$ cat src/rtl/stopwatch_pkg.sv
// Shared types and constants for the stopwatch control slice.
// Optional feature macro: LAP_CNT_EN (adds the BCD lap counter to stopwatch_ctrl).
package stopwatch_pkg;

   typedef enum logic [1:0] {
      ST_IDLE  = 2'd0,
      ST_RUN   = 2'd1,
      ST_PAUSE = 2'd2,
      ST_SPLIT = 2'd3
   } state_t;

   // Resolved button command after same-cycle priority (reset > stop > start > split)
   typedef enum logic [2:0] {
      CMD_NONE  = 3'd0,
      CMD_RESET = 3'd1,
      CMD_STOP  = 3'd2,
      CMD_START = 3'd3,
      CMD_SPLIT = 3'd4
   } cmd_t;

   typedef logic [7:0] bcd_t;

   typedef struct packed {
      bcd_t min;
      bcd_t sec;
      bcd_t cs;
   } time_t;

   localparam int CS_MAX  = 99;
   localparam int SEC_MAX = 59;

   // Binary 0..99 to two-digit BCD {tens, units}
   function automatic bcd_t to_bcd(input int v);
      logic [3:0] tens;
      logic [3:0] units;
      tens  = 4'(v / 10);
      units = 4'(v % 10);
      return {tens, units};
   endfunction

endpackage

$ cat src/rtl/stopwatch_ctrl_bcd_pair_cnt.sv
// Two-digit BCD counter that wraps to 00 after LIMIT; carry is high on the
// increment that wraps, so counters chain within one cycle.
module bcd_pair_cnt
   import stopwatch_pkg::*;
#(
   parameter int LIMIT = 99
) (
   input  logic       clk,
   input  logic       rst_n,
   input  logic       inc,
   input  logic       clr,
   output logic [7:0] value,
   output logic       carry
);

   localparam bcd_t LIM_BCD = to_bcd(LIMIT);

   logic at_limit;

   assign at_limit = (value == LIM_BCD);
   assign carry    = inc && at_limit;

   // Clear has priority; units roll 9->0 into the tens digit
   always_ff @(posedge clk or negedge rst_n) begin
      if (!rst_n) begin
         value <= '0;
      end else if (clr) begin
         value <= '0;
      end else if (inc) begin
         if (at_limit) begin
            value <= '0;
         end else if (value[3:0] == 4'd9) begin
            value <= {value[7:4] + 4'd1, 4'd0};
         end else begin
            value <= {value[7:4], value[3:0] + 4'd1};
         end
      end
   end

endmodule

$ cat src/rtl/stopwatch_ctrl.sv
// Stopwatch control: run/pause/split FSM, MM:SS.cc BCD live count, split hold
// register and registered display outputs.
// Optional feature macro: LAP_CNT_EN adds lap_num, a BCD count of split captures.
//
// state    | meaning
// ---------+-----------------------------------------------------------
// ST_IDLE  | cleared / stopped, waiting for start
// ST_RUN   | counting, display shows the live count
// ST_PAUSE | count held, display shows the live count
// ST_SPLIT | counting, display frozen on the captured split value
module stopwatch_ctrl
   import stopwatch_pkg::*;
#(
   parameter int MIN_MAX = 59
) (
   input  logic       clk,
   input  logic       rst_n,
   input  logic       tick_100hz,
   input  logic       start,
   input  logic       stop,
   input  logic       split,
   input  logic       reset,
   output logic [7:0] disp_min,
   output logic [7:0] disp_sec,
   output logic [7:0] disp_cs,
   output logic       running,
   output logic       split_act,
   output logic       wrapped
`ifdef LAP_CNT_EN
   ,
   output logic [7:0] lap_num
`endif
);

   state_t state;
   state_t state_nxt;
   cmd_t   cmd;
   logic   clr_cnt;
   logic   capture;
   logic   cnt_en;
   logic   cs_carry;
   logic   sec_carry;
   logic   min_carry;
   time_t  live;
   time_t  split_hold;

   // Resolve simultaneous pulses so only the highest-priority one acts
   always_comb begin
      cmd = CMD_NONE;
      if (reset)      cmd = CMD_RESET;
      else if (stop)  cmd = CMD_STOP;
      else if (start) cmd = CMD_START;
      else if (split) cmd = CMD_SPLIT;
   end

   // Next state plus the count-clear and split-capture strobes for this edge
   always_comb begin
      state_nxt = state;
      clr_cnt   = 1'b0;
      capture   = 1'b0;
      unique case (state)
         ST_IDLE: begin
            if (cmd == CMD_START)      state_nxt = ST_RUN;
            else if (cmd == CMD_RESET) clr_cnt   = 1'b1;
         end
         ST_RUN: begin
            if (cmd == CMD_STOP) begin
               state_nxt = ST_PAUSE;
            end else if (cmd == CMD_SPLIT) begin
               state_nxt = ST_SPLIT;
               capture   = 1'b1;
            end
         end
         ST_SPLIT: begin
            if (cmd == CMD_STOP)       state_nxt = ST_PAUSE;
            else if (cmd == CMD_SPLIT) state_nxt = ST_RUN;
         end
         ST_PAUSE: begin
            if (cmd == CMD_START) begin
               state_nxt = ST_RUN;
            end else if (cmd == CMD_RESET) begin
               state_nxt = ST_IDLE;
               clr_cnt   = 1'b1;
            end
         end
         default: state_nxt = ST_IDLE;
      endcase
   end

   // Counting is qualified by the pre-edge state, so a tick with start is lost
   // and a tick with stop is kept
   assign cnt_en = tick_100hz && ((state == ST_RUN) || (state == ST_SPLIT));

   // State register
   always_ff @(posedge clk or negedge rst_n) begin
      if (!rst_n) state <= ST_IDLE;
      else        state <= state_nxt;
   end

   bcd_pair_cnt #(.LIMIT(CS_MAX)) u_cs (
      .clk   (clk),
      .rst_n (rst_n),
      .inc   (cnt_en),
      .clr   (clr_cnt),
      .value (live.cs),
      .carry (cs_carry)
   );

   bcd_pair_cnt #(.LIMIT(SEC_MAX)) u_sec (
      .clk   (clk),
      .rst_n (rst_n),
      .inc   (cs_carry),
      .clr   (clr_cnt),
      .value (live.sec),
      .carry (sec_carry)
   );

   bcd_pair_cnt #(.LIMIT(MIN_MAX)) u_min (
      .clk   (clk),
      .rst_n (rst_n),
      .inc   (sec_carry),
      .clr   (clr_cnt),
      .value (live.min),
      .carry (min_carry)
   );

   // Split hold captures the pre-edge live count on RUN->SPLIT
   always_ff @(posedge clk or negedge rst_n) begin
      if (!rst_n)       split_hold <= '0;
      else if (clr_cnt) split_hold <= '0;
      else if (capture) split_hold <= live;
   end

   // Sticky wrap flag, set when minutes roll over from MIN_MAX
   always_ff @(posedge clk or negedge rst_n) begin
      if (!rst_n)         wrapped <= 1'b0;
      else if (clr_cnt)   wrapped <= 1'b0;
      else if (min_carry) wrapped <= 1'b1;
   end

   // Registered display and status, one clock behind count/state
   always_ff @(posedge clk or negedge rst_n) begin
      if (!rst_n) begin
         disp_min  <= '0;
         disp_sec  <= '0;
         disp_cs   <= '0;
         running   <= 1'b0;
         split_act <= 1'b0;
      end else begin
         if (state == ST_SPLIT) begin
            disp_min <= split_hold.min;
            disp_sec <= split_hold.sec;
            disp_cs  <= split_hold.cs;
         end else begin
            disp_min <= live.min;
            disp_sec <= live.sec;
            disp_cs  <= live.cs;
         end
         running   <= (state == ST_RUN) || (state == ST_SPLIT);
         split_act <= (state == ST_SPLIT);
      end
   end

`ifdef LAP_CNT_EN
   logic lap_carry;

   bcd_pair_cnt #(.LIMIT(99)) u_lap (
      .clk   (clk),
      .rst_n (rst_n),
      .inc   (capture),
      .clr   (clr_cnt),
      .value (lap_num),
      .carry (lap_carry)
   );
`endif

endmodule

$ cat config.mk
export PLATFORM = sky130hd
export DESIGN_NAME = stopwatch_ctrl
export DESIGN_NICKNAME = d
export VERILOG_FILES = /design/src/rtl/stopwatch_pkg.sv /design/src/rtl/stopwatch_ctrl_bcd_pair_cnt.sv /design/src/rtl/stopwatch_ctrl.sv
export SDC_FILE = /design/constraint.sdc
export NUM_CORES = 1
export LEC_CHECK = 0
export ABC_AREA = 1
export CAP_MARGIN = 20
export CORE_MARGIN = 2
export CORE_UTILIZATION = 55
export CTS_BUF_LIST = sky130_fd_sc_hd__clkbuf_4 sky130_fd_sc_hd__clkbuf_8
export CTS_CLUSTER_DIAMETER = 80
export CTS_CLUSTER_SIZE = 40
export DETAILED_ROUTE_END_ITERATION = 10
export GPL_TIMING_DRIVEN = 0
export PLACE_DENSITY = 0.77
export SLEW_MARGIN = 0
export SYNTH_ARGS = -nofsm -noshare
export SYNTH_HDL_FRONTEND = slang
export SYNTH_SLANG_ARGS = --single-unit
$ cat constraint.sdc
create_clock -name clk -period 2.36 [get_ports clk]
set_input_delay 0.354 -clock clk [delete_from_list [all_inputs] [get_ports clk]]
set_output_delay 0.354 -clock clk [all_outputs]
set_load 0.02 [all_outputs]
==> out/qor.yml <==
cp_cell_sequence: "clkdlybuf4s50_1 -> inv_1 -> nor2_1 -> nor2_1 -> inv_1 -> nand3_1 -> nand2_1 -> nand2_1"
critPathRequiredTime_ps: 2600
p_leak_nw: 1.88
initial_utilization: 0.570
finalHoldViolCount: 0
ys_seq_area_frac: 0.568
antenna_found_initial: 0
fillCellCount: 485
synth_cells: 375
ys_types: 21
ys_warn_count: 0
nets: 440
synthTopCellsByArea: "dfrtp_1, nand2_1, o21ai_0"
fin_crit_sh: 0.746
remaining_drc_errors: 0
critPathKind: "input pin to flop"
wl_per_cell_um: 13.9
diodes: 0
cts_root_buf: "clkbuf_8"
cts_buffer_depth: 2
irDropWorstVdd_mv: 0.657
crit_buf_inv: 3
die_y_um: 82.5
grt_max_degree: 56
final_max_slew_viol_count: 0
ios: 34
post_cts_resized: 0
dieWidth_um: 82.5
slowest_delay_ps: 540
max_freq_mhz: 568
setup_tns_ps: 0
layout_min_cycle_time_ps: 1760
layout_commonest_cell: "dfrtp_1"
grt_first_pass_wirelength_um: 11900
cts_sinks: 77
cp_max_fo: 6
mostFrequentLayoutCells: "dfrtp_1, nand2_1, inv_1"
syn_nets: 394
clock_skew_ps: 7.27
critPathCaptureType: "flop"
dr.pass1.iters: 4
post_synth.cell_area_avg_um2: 9.05
overflow: 0
syn_area_um2: 3390
hp-class: "input pin to asynchronous set/reset pin"
instances_no_fill: 501
cts-buffers-inserted: 9
dpl.hpwl_um: 4820
vias: 2695
area_growth_pct: 19.0
path_delay_family: "buffers and inverters"
cts_tree: "yes"
setup_viol: 0
path_clk_slew_ps: 80
layout-drive-gt1-share: 0.0657
post_cts_buffers: 0
synth_top_cell_area_share: 0.568
dpl_cell_area_um2: 3840
io_buffers: 33
via_per_inst: 5.38
cp.arrival_ps: 2000
wirelength_um: 6990
design_area_um2: 4040
drtAntennaViolNets: 0
finalPower_mw: 3.66
htree_levels: 3
clk_latency_ps: 350
yosys.area.top_type: "dfrtp_1"
rsz0062_at_grt: "false"
coreArea_um2: 5960
grt_pass1_vias: 2507
p_per_area_nw_per_um2: 907
gp_congestion: 0.766
cp-start-kind: "input pin"
ys_ff_latch: 77
crit_slowest_cell: "clkdlybuf4s50_1"
maxSlewHeadroom: 0.582
hold_buffers: 1
first_iter_violations: 196
place_inst: 484
tightest_slew_ps: 627
num_rows: 28
grtUsageTotal: 0.236
post-route-util: 0.678
status: "finished clean"
cap_violations: 0
die_area_um2: 6810
[report_power, final]
| part | total [mW] | internal, mW | leakage (nW) | switching, mW |
|---|---|---|---|---|
| registers | 1.70 | 1.53 | 1.05 | 0.175 |
| clock network | 0.937 | 0.486 | 0.101 | 0.450 |
| logic | 1.02 | 0.400 | 0.725 | 0.622 |
[path summary, 6_finish.rpt]
kind,start,end,slack [ps],cells past startpoint
setup / recovery,reset,u_min.value[4],600,8
hold / removal,rst_n,split_hold[9],440,2
setup reg to reg,u_sec.value[1],u_min.value[4],620,7
hold reg to reg,split_hold[3],split_hold[3],520,2
max in group asynchronous,rst_n,u_min.value[1],1350,3
min in group clk,split_hold[3],split_hold[3],520,2
[sequential cells by signal (all words and copies together) (netlist names)]
register	flops
disp_min	8
u_sec.value	8
wrapped	1
running	1
state	2
split_act	1
split_hold	24
u_cs.value	8
disp_cs	8
u_min.value	8
disp_sec	8
[area by class of cell]
class | count | area (µm²) | area share
plain buffers | 13 | 72.6 | 0.0180
clock buffers | 15 | 181 | 0.0449
clock inverters | 1 | 5.00 | 0.00124
inverters | 56 | 210 | 0.0521
multi-input cells | 229 | 1180 | 0.293
flip-flops and latches | 77 | 1930 | 0.477
well taps | 75 | 93.8 | 0.0232
repair buffers | 35 | 365 | 0.0905
[per-layer routing]
layer	routed length, µm	vias to the layer above	track usage
li1	-	1307	-
met4	68	0	0.0689
met2	3380	68	0.378
met1	3170	1311	0.317
met5	0	-	0
met3	372	9	0.0641
[through the flow]
stage | setup WS [ps] | hold slack, ps
2_1_floorplan | 954 | 58.4
3_3_place_gp | -1740 | 498
3_5_place_dp | 292 | 276
4_1_cts | 648 | 443
5_1_grt | 474 | 477
6_report | 601 | 440
[worst register-to-register path, cell delays in order, from the launching register on]
cell,delay [ps]
dfrtp_1,420
inv_1,120
ha_1,160
nand3_1,170
o21ai_0,370
nand3_1,230
nand2_1,110
nand2_1,50
[cell usage after synthesis]
| cell type | instances |
|---|---|
| clkbuf_1 | 6 |
| nand2_2 | 2 |
| nand2_1 | 72 |
| ha_1 | 12 |
| nor3_1 | 2 |
| nand4_1 | 4 |
| inv_2 | 2 |
| inv_1 | 54 |
| a21oi_1 | 4 |
| buf_6 | 1 |
| nand3_1 | 34 |
| xor2_1 | 5 |
| o21ai_0 | 45 |
| o22ai_1 | 22 |
| dlygate4sd1_1 | 1 |
| dfrtp_1 | 77 |
| nor2_1 | 23 |
| o21ai_1 | 1 |
| xnor2_1 | 3 |
| buf_2 | 3 |
| buf_4 | 2 |
[cells by family (layout without fill, tap and decap cells)]
kind of cell / count (synthesis) / in the layout / share of synthesized area
AO/OA/AOI/OAI: 72 / 72 / 0.114
XOR/XNOR: 8 / 8 / 0.0207
adder cells (fa/ha/maj): 12 / 12 / 0.0443
buffers and inverters: 69 / 120 / 0.0834
flip-flops: 77 / 77 / 0.568
AND/OR/NAND/NOR: 137 / 137 / 0.169
(Power assumes the default switching activity.)
